File: config.mk
export PLATFORM = sky130hd
export DESIGN_NAME = d_redu_pipe
export DESIGN_NICKNAME = d
export VERILOG_FILES = /design/src/rtl/d_redu_pipe.sv
export SDC_FILE = /design/constraint.sdc
export NUM_CORES = 1
export LEC_CHECK = 0
export ABC_AREA = 1
export CORE_MARGIN = 2
export CORE_UTILIZATION = 60
export DETAILED_ROUTE_END_ITERATION = 10
export PLACE_DENSITY = 0.82
export SYNTH_ARGS = -nofsm -noshare
export SYNTH_HDL_FRONTEND = slang
export SYNTH_SLANG_ARGS = --single-unit
export TNS_END_PERCENT = 5
File: constraint.sdc
create_clock -name clk -period 3.8 [get_ports clk]
set_input_delay 0.76 -clock clk [delete_from_list [all_inputs] [get_ports clk]]
set_output_delay 0.76 -clock clk [all_outputs]
set_load 0.1 [all_outputs]
File: src/rtl/d_redu_pipe.sv
// Three-stage pipelined reduction of 46-bit products mod Dq = 2^23 - 2^13 + 1,
// multi-lane with one shared valid/ready handshake and a sideband tag.
module d_redu_pipe #(
  parameter int LANES    = 1,
  parameter int TAG_W    = 4,
  parameter int CENTERED = 0
) (
  input  logic                  clk,
  input  logic                  rst,
  input  logic                  in_valid,
  output logic                  in_ready,
  input  logic [48*LANES-1:0]   in_data,
  input  logic [TAG_W-1:0]      in_tag,
  output logic                  out_valid,
  input  logic                  out_ready,
  output logic [23*LANES-1:0]   out_data,
  output logic [TAG_W-1:0]      out_tag,
  output logic [LANES-1:0]      out_err
);

  localparam logic [23:0] DQ24 = 24'd8380417;
  localparam logic [22:0] DQ23 = 23'd8380417;
  localparam logic [22:0] HALF = 23'd4190208;

  // Handshake: a beat moves on an edge where valid & ready are both high.
  // The whole pipe advances as one (w_adv) whenever the output slot is empty
  // or being drained, so in_ready is combinational from out_ready.
  logic             w_adv;
  logic             r_v1, r_v2, r_v3;
  logic [TAG_W-1:0] r_tag1, r_tag2, r_tag3;

  assign w_adv     = !r_v3 || out_ready;
  assign in_ready  = w_adv;
  assign out_valid = r_v3;
  assign out_tag   = r_tag3;

  always_ff @(posedge clk) begin
    if (rst) begin
      r_v1   <= 1'b0;
      r_v2   <= 1'b0;
      r_v3   <= 1'b0;
      r_tag1 <= '0;
      r_tag2 <= '0;
      r_tag3 <= '0;
    end else if (w_adv) begin
      r_v1   <= in_valid;
      r_v2   <= r_v1;
      r_v3   <= r_v2;
      r_tag1 <= in_tag;
      r_tag2 <= r_tag1;
      r_tag3 <= r_tag2;
    end
  end

  for (genvar g = 0; g < LANES; g++) begin : g_lane
    logic [47:0] w_x;
    logic        w_err;
    logic [36:0] w_t;
    logic [27:0] w_u;
    logic [23:0] w_v;
    logic [22:0] w_r;
    logic [22:0] w_o;
    logic [36:0] r_t1;
    logic [27:0] r_u2;
    logic [22:0] r_d3;
    logic        r_e1, r_e2, r_e3;

    assign w_x   = in_data[48*g +: 48];
    assign w_err = |w_x[47:46];

    // Each fold rewrites hi*2^23 + lo as hi*2^13 - hi + lo; hi*2^13 >= hi keeps it non-negative.
    assign w_t = {1'b0, w_x[45:23], 13'd0} + {14'd0, w_x[22:0]} - {14'd0, w_x[45:23]};
    assign w_u = {1'b0, r_t1[36:23], 13'd0} + {5'd0, r_t1[22:0]} - {14'd0, r_t1[36:23]};
    // Third fold leaves w_v < 2^23 + 2^18 < 2*Dq, so one conditional subtract is exact.
    assign w_v = {6'd0, r_u2[27:23], 13'd0} + {1'b0, r_u2[22:0]} - {19'd0, r_u2[27:23]};

    always_comb begin
      w_r = w_v[22:0];
      if (w_v >= DQ24) w_r = w_v[22:0] - DQ23;
      w_o = w_r;
      if (CENTERED != 0 && w_r > HALF) w_o = w_r - DQ23;
    end

    always_ff @(posedge clk) begin
      if (rst) begin
        r_t1 <= '0;
        r_u2 <= '0;
        r_d3 <= '0;
        r_e1 <= 1'b0;
        r_e2 <= 1'b0;
        r_e3 <= 1'b0;
      end else if (w_adv) begin
        r_t1 <= w_t;
        r_e1 <= w_err;
        r_u2 <= w_u;
        r_e2 <= r_e1;
        r_d3 <= r_e2 ? 23'd0 : w_o;
        r_e3 <= r_e2;
      end
    end

    assign out_data[23*g +: 23] = r_d3;
    assign out_err[g]           = r_e3;
  end

endmodule

### Word-level counts from Yosys, hierarchy flattened

Index checks and enable logic that the tools add are counted.

* bits of input ports: 56
* bits in registers: 106

* add/subtract/negate cells: 7
* muxes and demuxes: 2
* reductions and logical operators: 3
* $lt $le $gt $ge: 1

Operator list (number)
* 23-bit two-way mux: 2
* 36-bit by 23-bit adder with 37-bit output: 1
* 37-bit by 23-bit subtractor with 37-bit output: 1
* 27-bit by 23-bit adder with 28-bit output: 1
* 28-bit by 14-bit subtractor with 28-bit output: 1
* 18-bit by 23-bit adder with 24-bit output: 1
* 24-bit by 23-bit greater-or-equal comparator with 1-bit output (second input constant): 1
* 24-bit by 5-bit subtractor with 24-bit output: 1
* 23-bit subtractor (second input constant): 1
* 2-bit OR reduction: 1
* 1-bit logical NOT: 1
* 1-bit logical OR: 1

### Depth between registers and ports, before layout

Gate-level depths: netlist of the first run.

* depth in word-level cells: 5
* depth in mapped cells: 25

### Worst setup path after synthesis of the first run

Ideal clock, no wire load.

* path type: input port to flip-flop
* start: input port in_data[24]
* end: register g_lane[0].r_t1[27]
* buffers on the path: 0
* cell stages on the path: 17
* data arrival time: 3.106 ns
* library setup time: 0.110 ns
* setup slack: 0.585 ns
* cells stage by stage: inv_1 > ha_1 > ha_1 > fa_1 > nand3_1 > nand2_1 > a21oi_1 > o21ai_0 > a21oi_1 > inv_1 > nand2_1 > nand2_1 > a21boi_0 > xor2_1 > o21ai_0 > nand2_1 > inv_1

* word-level cells in the longest chain between the ends: 2

RTL lines
* start: declaration: line 12 `input logic [48*LANES-1:0] in_data,`
* 36-bit by 23-bit adder with 37-bit output: line 72 `assign w_t = {1'b0, w_x[45:23], 13'd0} + {14'd0, w_x[22:0]} - {14'd0, w_x[45:23]};`
* 37-bit by 23-bit subtractor with 37-bit output *: line 72
* end signal: assignment: line 93 `r_t1 <= w_t;`
* end: declaration: line 63 `logic [36:0] r_t1;`

Mark *: on every way between the ends. The rest lies on a longest branch, timed or not.
A chain may end at the register's enable or synchronous reset.

### Final worst setup path of the first run

* start: input port in_data[16]
* end: register g_lane[0].r_t1[35]

* word-level cells in the longest chain between the ends: 2

RTL lines (line)
* 36-bit by 23-bit adder with 37-bit output: 72
* 37-bit by 23-bit subtractor with 37-bit output: 72

Every way passes these cells.

==> results list, run 1 <==
* Outcome: finished, final reports clean
- The die covers 0.0191 mm^2.
- The number of pins exceeding their max-slew limit in the final report came to 0.
- At the worst endpoint, the arrival time is 3820 ps.
* Initial antenna violation count: 0
- 1st-pass router iterations: 5
- The initial utilization of the core area, before any placement, comes to about three fifths.
- Number of enable flip-flop cells after synthesis: 0
- Fill cells: approximately 1500
- After clock tree synthesis, the clock-pin slew on the worst setup and hold paths is ~80 ps.
* Dominant cell type by count on the critical path: sky130_fd_sc_hd__inv_1
- Aggregate global-route resource usage: 33.9%
- Slew margin rel.: between 30% and 40%
- Final cell area excluding filler cells: between 0.01 and 0.015 mm^2
- Along the worst path, the maximum fanout reaches 5.
- The most used flip-flop cell after synthesis is sky130_fd_sc_hd__dfxtp_1.
- Proportion of layout cells with a drive suffix above 1: roughly 8.6%
- For this block, the routed nets add up to about 33000 um of wire.
* Clock Root Buffer: sky130_fd_sc_hd__clkbuf_16
- DR WL met3: approximately 1900 um
* Setup repair bufs after CTS: 0
- Derived from the worst setup path, the maximum achievable clock frequency is between 200 and 300 MHz.
- The die is ~140 um wide.
- In this run the number of H-tree levels came out at 3.
* Sequential element share of the synthesized area: between 10% and 20%
- Required time worst endpoint: just over 4000 ps
- The detail route stage leaves a number of antenna-violating nets equal to 0.
- Slowest Stage Delay on Critical Path: approximately 520 ps
- Post-Route Skew: between 5 and 6 ps
- Hold WC Path Type: register to register
- Placed Cells incl. Taps: 2077
* DP Wirelength: 26800 um
- Once placement finished, the instance area stood at roughly 0.012 mm^2.
* Post-CTS resize count: 0
* Slowest library cell on the worst path: sky130_fd_sc_hd__fa_1
- Summed over all layers, the global routing overflow is 0.
- Maximum root-to-sink buffer count: 2
- Chip Height: 138 um
- Library cell occupying the most area in the post-synthesis netlist: sky130_fd_sc_hd__dfxtp_1
* Drt wl/cell: between 15 and 20 um
- Once routing completed, OpenROAD measured the worst setup slack at about 240 ps.
- Clock latency on the worst-skew pair: between 300 and 400 ps
- Total count of hold-check failures in the final report: 0
- After synthesis the netlist holds a flip-flop and latch count of 106.
- Std-Cell Core Area: about 0.018 mm^2
- Share of the clock period used by the worst path after layout: about 94%
- Ys Warns: 0
- The via count of the first global-routing pass is approximately 11000.
- After detailed routing, the number of vias per cell comes to ~5.5.
* Synthesized area per cell: approximately 6.3 um^2
- GPL Wtd Cong: between 0.9 and 1
- Across all layers, the routed design uses 11507 vias.
* Area grow syn2layout: 18.4%
* Power Density: 936 mW/mm^2
- Clock Sink Count: around 110
- The floorplan has 49 rows.
* Layout Nets: 2059
- CTS tree: built
* Number of hold buffers added after CTS: 0
- After synthesis, the share of flip-flops with an asynchronous set or reset is 0%.
* Number of max-capacitance violations reported: 0
- By area the synthesized netlist is led by sky130_fd_sc_hd__dfxtp_1 20%, sky130_fd_sc_hd__ha_1 15%, sky130_fd_sc_hd__nand2_1 13%.
- Before CTS, the worst setup slack after placement is -232 ps.
- Synthesis produced a netlist with a net count of between 1500 and 2000.
- Launching element type of the critical path: input port
- Setup repair after global routing left no endpoint under its margin.
* Total clock buffers created by CTS: 9
- Highest ir drop seen on vdd: 1.08 mV
- Leaving out filler cells and counting taps, the final layout contains ~2100.
- Critical Path Sink Type: register
- Clock period minus worst slack: about 3600 ps
* Ant. Diodes: 0
* Met1 Routed Length: ~14000 um
* Number of primary I/O pins: 86
* Yosys top cell area share: 19.6%
* Detailed-route DRC error count: 0
- At the pin with the least slew margin, the transition time is 1020 ps.
- Traced cell by cell, the critical path runs through clkdlybuf4s50_1 > inv_1 > fa_1 > inv_1 > ha_1 > a21oi_1 > inv_1 > a31oi_2 > o21ai_0 > a21oi_1 > inv_1 > nand3_1 > nand2_1 > nand3_1 > nand2_1 > nand2_1 > nand3_1 > o211ai_1 > inv_1.
- PortBufs: 85
- In this run the top signal layer used is met4.
- Cell count after synthesis: 1714
- Worst path bufs/invs: 6
- Global-route wire length before repair: 53200 um
- The worst setup path is of the input port to register kind.
* Pin count of the biggest net entering global routing: between 100 and 150
* Wire length on met2: ~16000 um
- The number of different library cells used by synthesis comes to between 40 and 50.
- Delay-heaviest family, CP: compound AO/OA/AOI/OAI gates
- For this design the static power due to leakage is ~7 nW.
- Setup violations remaining at the end of the flow were counted as 0.
- The first routing iteration left slightly below 1000 violations.
- The mapped netlist covers about 0.011 mm^2.
-- logic make-up after synthesis --
| family | share of synthesized area (%) |
|---|---|
| simple gates | 28.2 |
| fa+ha+maj | 17.6 |
| buf+inv | 13.6 |
| flops | 19.6 |
| xor+xnor | 4.04 |
| compound gates | 17.0 |
-- through the flow --
stage	total power [mW]	TNS, ps	hold WS [ps]	util, %
floorplan	8.45	0	430	-
global placement	10.6	-292	443	70.1
detailed placement	10.8	-807	454	70.1
CTS	11.8	0	466	71.6
global route	13.1	0	487	71.9
finish	12.0	0	464	71.9
-- metal layers --
metal	GRT usage (%)	up-vias
met5	0	-
met4	13.7	0
met3	3.84	86
met2	59.6	443
met1	42.3	5166
li1	-	5812
-- cell usage in the layout, fill, tap and decap left out, types with 6 or more instances in the layout --
cell type	synthesis	layout
sky130_fd_sc_hd__nand2_1	383	379
sky130_fd_sc_hd__inv_1	340	340
sky130_fd_sc_hd__nor2_1	144	143
sky130_fd_sc_hd__ha_1	130	130
sky130_fd_sc_hd__a21oi_1	128	127
sky130_fd_sc_hd__dfxtp_1	106	106
sky130_fd_sc_hd__nand3_1	96	96
sky130_fd_sc_hd__clkdlybuf4s50_1	0	84
sky130_fd_sc_hd__buf_4	1	83
sky130_fd_sc_hd__o21ai_0	78	77
sky130_fd_sc_hd__o211ai_1	42	42
sky130_fd_sc_hd__xor2_1	32	32
sky130_fd_sc_hd__nand4_1	27	27
sky130_fd_sc_hd__o21bai_1	19	19
sky130_fd_sc_hd__xnor2_1	18	18
sky130_fd_sc_hd__nand2_2	11	15
sky130_fd_sc_hd__nor3_1	15	15
sky130_fd_sc_hd__fa_1	14	14
sky130_fd_sc_hd__inv_2	12	13
sky130_fd_sc_hd__a31oi_1	11	10
sky130_fd_sc_hd__nand3b_1	9	9
sky130_fd_sc_hd__clkbuf_16	0	9
sky130_fd_sc_hd__a21o_1	8	8
sky130_fd_sc_hd__or2_2	7	7
sky130_fd_sc_hd__o221ai_1	6	6
sky130_fd_sc_hd__nor2_2	6	6
sky130_fd_sc_hd__o21a_1	6	6
-- power by group --
part	total, mW	internal, mW	switching, mW
Combinational	9.47	3.16	6.31
Clock	0.932	0.459	0.474
Sequential	1.60	1.43	0.175
-- cells in the mapped netlist (2+ instances only) --
cell / count
sky130_fd_sc_hd__buf_1: 4
sky130_fd_sc_hd__or2_2: 7
sky130_fd_sc_hd__fa_1: 14
sky130_fd_sc_hd__a21oi_1: 128
sky130_fd_sc_hd__clkbuf_1: 27
sky130_fd_sc_hd__xnor2_1: 18
sky130_fd_sc_hd__xor2_1: 32
sky130_fd_sc_hd__nand2_4: 2
sky130_fd_sc_hd__buf_2: 3
sky130_fd_sc_hd__o21a_1: 6
sky130_fd_sc_hd__a221oi_1: 2
sky130_fd_sc_hd__o21ai_0: 78
sky130_fd_sc_hd__nand4_1: 27
sky130_fd_sc_hd__and2_1: 2
sky130_fd_sc_hd__o221ai_1: 6
sky130_fd_sc_hd__nand2_2: 11
sky130_fd_sc_hd__a31o_2: 3
sky130_fd_sc_hd__nor2_4: 2
sky130_fd_sc_hd__nor3_1: 15
sky130_fd_sc_hd__nand3_1: 96
sky130_fd_sc_hd__nor2_2: 6
sky130_fd_sc_hd__a31oi_1: 11
sky130_fd_sc_hd__o21bai_1: 19
sky130_fd_sc_hd__inv_2: 12
sky130_fd_sc_hd__a21oi_2: 2
sky130_fd_sc_hd__nor4_1: 3
sky130_fd_sc_hd__nand3b_1: 9
sky130_fd_sc_hd__inv_1: 340
sky130_fd_sc_hd__ha_1: 130
sky130_fd_sc_hd__o211ai_1: 42
sky130_fd_sc_hd__dfxtp_1: 106
sky130_fd_sc_hd__nor3_2: 3
sky130_fd_sc_hd__a21boi_0: 5
sky130_fd_sc_hd__nor2_1: 144
sky130_fd_sc_hd__a21o_1: 8
sky130_fd_sc_hd__nand2_1: 383
-- worst reg2reg max path, stage by stage, from the launching register on --
cell,delay [ps]
sky130_fd_sc_hd__dfxtp_1,330
sky130_fd_sc_hd__inv_1,90
sky130_fd_sc_hd__ha_1,290
sky130_fd_sc_hd__ha_1,210
sky130_fd_sc_hd__inv_1,70
sky130_fd_sc_hd__fa_1,410
sky130_fd_sc_hd__inv_1,130
sky130_fd_sc_hd__nand3_1,110
sky130_fd_sc_hd__nand2_2,140
sky130_fd_sc_hd__nand2_1,80
sky130_fd_sc_hd__nand2_1,140
sky130_fd_sc_hd__nand2_1,80
sky130_fd_sc_hd__nand2_2,120
sky130_fd_sc_hd__nand3_1,110
sky130_fd_sc_hd__nor2_2,140
sky130_fd_sc_hd__nand2_1,110
sky130_fd_sc_hd__nand2_2,130
sky130_fd_sc_hd__nand2_2,90
sky130_fd_sc_hd__nand3_4,110
sky130_fd_sc_hd__nand2_8,110
sky130_fd_sc_hd__buf_4,170
sky130_fd_sc_hd__nand2_1,70
sky130_fd_sc_hd__nand4_1,100
sky130_fd_sc_hd__a21oi_1,160
-- flip-flops by register name (all words and copies together) (netlist names) --
name / count
out_err: 1
g_lane.r_u2: 28
r_v1: 1
r_tag1: 4
g_lane.r_e2: 1
out_data: 23
g_lane.r_t1: 37
r_v2: 1
g_lane.r_e1: 1
r_tag2: 4
out_valid: 1
out_tag: 4
-- path summary, 6_finish.rpt --
path	start	endpoint	slack, ps	cells past startpoint
setup / recovery	in_data[16]	g_lane[0].r_t1[35]$_SDFFE_PP0P_	240	19
setup reg to reg	g_lane[0].r_u2[24]$_SDFFE_PP0P_	out_data[17]$_SDFFE_PP0P_	240	23
hold / removal	out_data[9]$_SDFFE_PP0P_	out_data[9]$_SDFFE_PP0P_	460	2
hold reg to reg	out_data[9]$_SDFFE_PP0P_	out_data[9]$_SDFFE_PP0P_	460	2
-- final cells by class --
| type | instances | area, um^2 | area share (%) |
|---|---|---|---|
| multi-input combinational | 1219 | 7280 | 56.8 |
| sequential | 106 | 2120 | 16.6 |
| timing repair buffer | 170 | 1520 | 11.9 |
| inverter | 353 | 1330 | 10.3 |
| tap | 229 | 287 | 2.23 |
| clock buffer | 9 | 225 | 1.76 |
| clock inverter | 7 | 58.8 | 0.459 |
No activity file was read; power rests on OpenSTA's default activity.
==> inputs of run 2 (changes only) <==
Settings changed: CORE_ASPECT_RATIO from default to 0.8, SETUP_SLACK_MARGIN from default to 0.1.
==> run 2 against run 1 <==
Against the previous run: combinational power up 3.5%; non-clock buffer count increased by 1; via count increased by 1.4%; critical endpoint is now g_lane[0].r_t1[36]$_SDFFE_PP0P_; design area up 0.18%; hold slack better by 2.7 ps; count of clock-buffer cells in the layout stayed put; first-iteration DRC count grew 24%; sequential share of layout area is essentially flat.
==> results list, run 2 (synthesized netlist as in run 1, its figures left out) <==
- Most frequent cells in the layout: 379 x sky130_fd_sc_hd__nand2_1, 340 x sky130_fd_sc_hd__inv_1, 142 x sky130_fd_sc_hd__nor2_1
- During I/O placement, the number of pins put on the boundary was 86.
- CTS HTree Levels: 3
* Outcome: finished, final reports clean
- Number of flip-flops under the largest register name: 37
- Number of cell rows: 43
- Final max-slew violation count: 0
- Detailed-route wire length: about 34000 um
* Number of hold buffers added after CTS: 0
- Per-cell via count in the routed design: 5.58
- Highest clock frequency the design can meet: approximately 270 MHz
- Proportion of layout cells with a drive suffix above 1: under 10%
- After detailed routing, the average wire length per cell comes to between 15 and 20 um.
* Aggregate global-route resource usage: a little over a third
- CTS saw about 110 sinks.
- At the end of routability-driven placement, the weighted congestion stood at 1.06.
- The worst path uses just under 100% of the clock period.
- Number of routed nets with antenna violations: 0
- From synthesis to final layout, the design area changed by 18.6%.
* Crit Path Class: input port to register
* Chip Height: 124 um
* DP Wirelength: between 20000 and 30000 um
* Maximum root-to-sink buffer count: 2
- Count of final setup violators: 0
- The first routing iteration left around 1200 violations.
- Initial core utilization: 61.9%
* PortBufs: between 80 and 90
- Clock Pin Slew Worst Setup and Hold Paths: 80 ps
* Required time worst endpoint: roughly 4100 ps
- For this run, the detailed router's first-pass iteration total came to 5.
* Horizontal die dimension: between 150 and 200 um
- Measured against its own limit, the worst slew margin works out to around a third.
* Initial antenna violation count: 1
* Clock Root Buffer: sky130_fd_sc_hd__clkbuf_16
- TritonCTS built the clock tree.
* Die Area: approximately 0.019 mm^2
- g_lane.r_t1 holds more flip-flops than any other register.
- Total count of hold-check failures in the final report: 0
- Global routing finished with a remaining overflow of 0.
* Critical Path Sink Type: register
* Total clock buffers created by CTS: 9
- For this design the ratio of total power to cell area is between 900 and 1000 mW/mm^2.
- Post-Route Skew: around 15 ps
- Pre-CTS worst setup slack: -244 ps
* Vias: approximately 12000
- Lkg Pwr: between 6 and 7 nW
* Vias in the first global route: ~11000
- The library cell used most frequently in the layout, excluding fill and tap cells, is sky130_fd_sc_hd__nand2_1.
* Number of max-capacitance violations reported: 0
- In this run the standard cell core region covers between 0.015 and 0.02 mm^2.
- For the pin with the worst max-slew slack, the measured transition is between 1000 and 1500 ps.
* Clock period minus worst slack: around 3700 ps
* Clock latency on the worst-skew pair: between 300 and 400 ps
- Setup repair after global routing could not meet its margin everywhere.
- After layout, the design draws a total of 12.4 mW.
* Hold WC Path Type: register to register
- Along the worst path, the maximum fanout reaches 4.
* Highest ir drop seen on vdd: 0.826 mV
- Signal arrival time at the worst endpoint: approximately 4000 ps
* Worst-case setup margin in the final layout: 120 ps
- Detailed-route DRC error count: 0
* Launching element type of the critical path: input port
* Global-route wire length before repair: ~54000 um
* Layout Nets: a little over 2000
- Ant. Diodes: 0
- Entering global routing, the biggest net connects just over 80 pins.
-- run 2: path summary, 6_finish.rpt --
| path | from | end | slack [ps] | depth (start not counted) |
|---|---|---|---|---|
| worst min-delay path | out_data[9]$_SDFFE_PP0P_ | out_data[9]$_SDFFE_PP0P_ | 470 | 2 |
| worst max-delay path | in_data[21] | g_lane[0].r_t1[36]$_SDFFE_PP0P_ | 120 | 16 |
| worst max register to register | g_lane[0].r_u2[24]$_SDFFE_PP0P_ | out_data[18]$_SDFFE_PP0P_ | 230 | 23 |
| worst min register to register | out_data[9]$_SDFFE_PP0P_ | out_data[9]$_SDFFE_PP0P_ | 470 | 2 |
-- run 2: area by class of cell --
cell class / instances / area [um^2]
Clock buffer: 9 / 225
Sequential cell: 106 / 2120
Tap cell: 225 / 282
Fill cell: 1500 / 4640
Clock inverter: 7 / 86.3
Inverter: 353 / 1330
Timing Repair Buffer: 171 / 1530
Multi-Input combinational cell: 1219 / 7270
-- run 2: metrics by stage --
stage	instances	TNS [ps]	cell area [um^2]	hold WS [ps]	util, %
after detailed placement	2074	-1010	12500	451	71.5
final	2090	0	12800	467	73.5
after global routing	2090	0	12800	489	73.5
after CTS	2090	0	12800	467	73.3
after global placement	2074	-604	12500	442	71.5
after floorplan	1714	0	10800	430	-
-- run 2: report_power, final --
part           total [mW]  switching (mW)  leakage [nW]  internal [mW]
Combinational        9.80            6.62          5.83           3.17
Sequential           1.60           0.175         0.881           1.43
Clock               0.974           0.498         0.153          0.476
Total                12.4            7.30          6.86           5.08
-- run 2: routing by layer --
layer,GRT usage (%),part of all wire (%)
met3,11.0,13
met5,0,0.038
met4,5.14,0.91
met2,51.9,39
met1,53.6,47
-- run 2: what timing repair did --
action / 4_1_cts / 5_1_grt
buffers inserted: 0 / 0
endpoints found under the setup margin: 0 / 33
gates resized for setup: 0 / 15
endpoints found under the hold margin: 0 / 0
-- run 2: critical path, cell delays in order --
cell and delay (ps):
sky130_fd_sc_hd__clkdlybuf4s50_1 450, sky130_fd_sc_hd__inv_1 60, sky130_fd_sc_hd__fa_1 530, sky130_fd_sc_hd__inv_1 50, sky130_fd_sc_hd__ha_1 350, sky130_fd_sc_hd__a21oi_1 180, sky130_fd_sc_hd__inv_1 70, sky130_fd_sc_hd__a31oi_1 290
sky130_fd_sc_hd__o21ai_0 170, sky130_fd_sc_hd__a21oi_1 180, sky130_fd_sc_hd__nand3_1 210, sky130_fd_sc_hd__a21boi_1 260, sky130_fd_sc_hd__or2_2 160, sky130_fd_sc_hd__nand3_1 70, sky130_fd_sc_hd__nand3_1 110, sky130_fd_sc_hd__inv_1 40
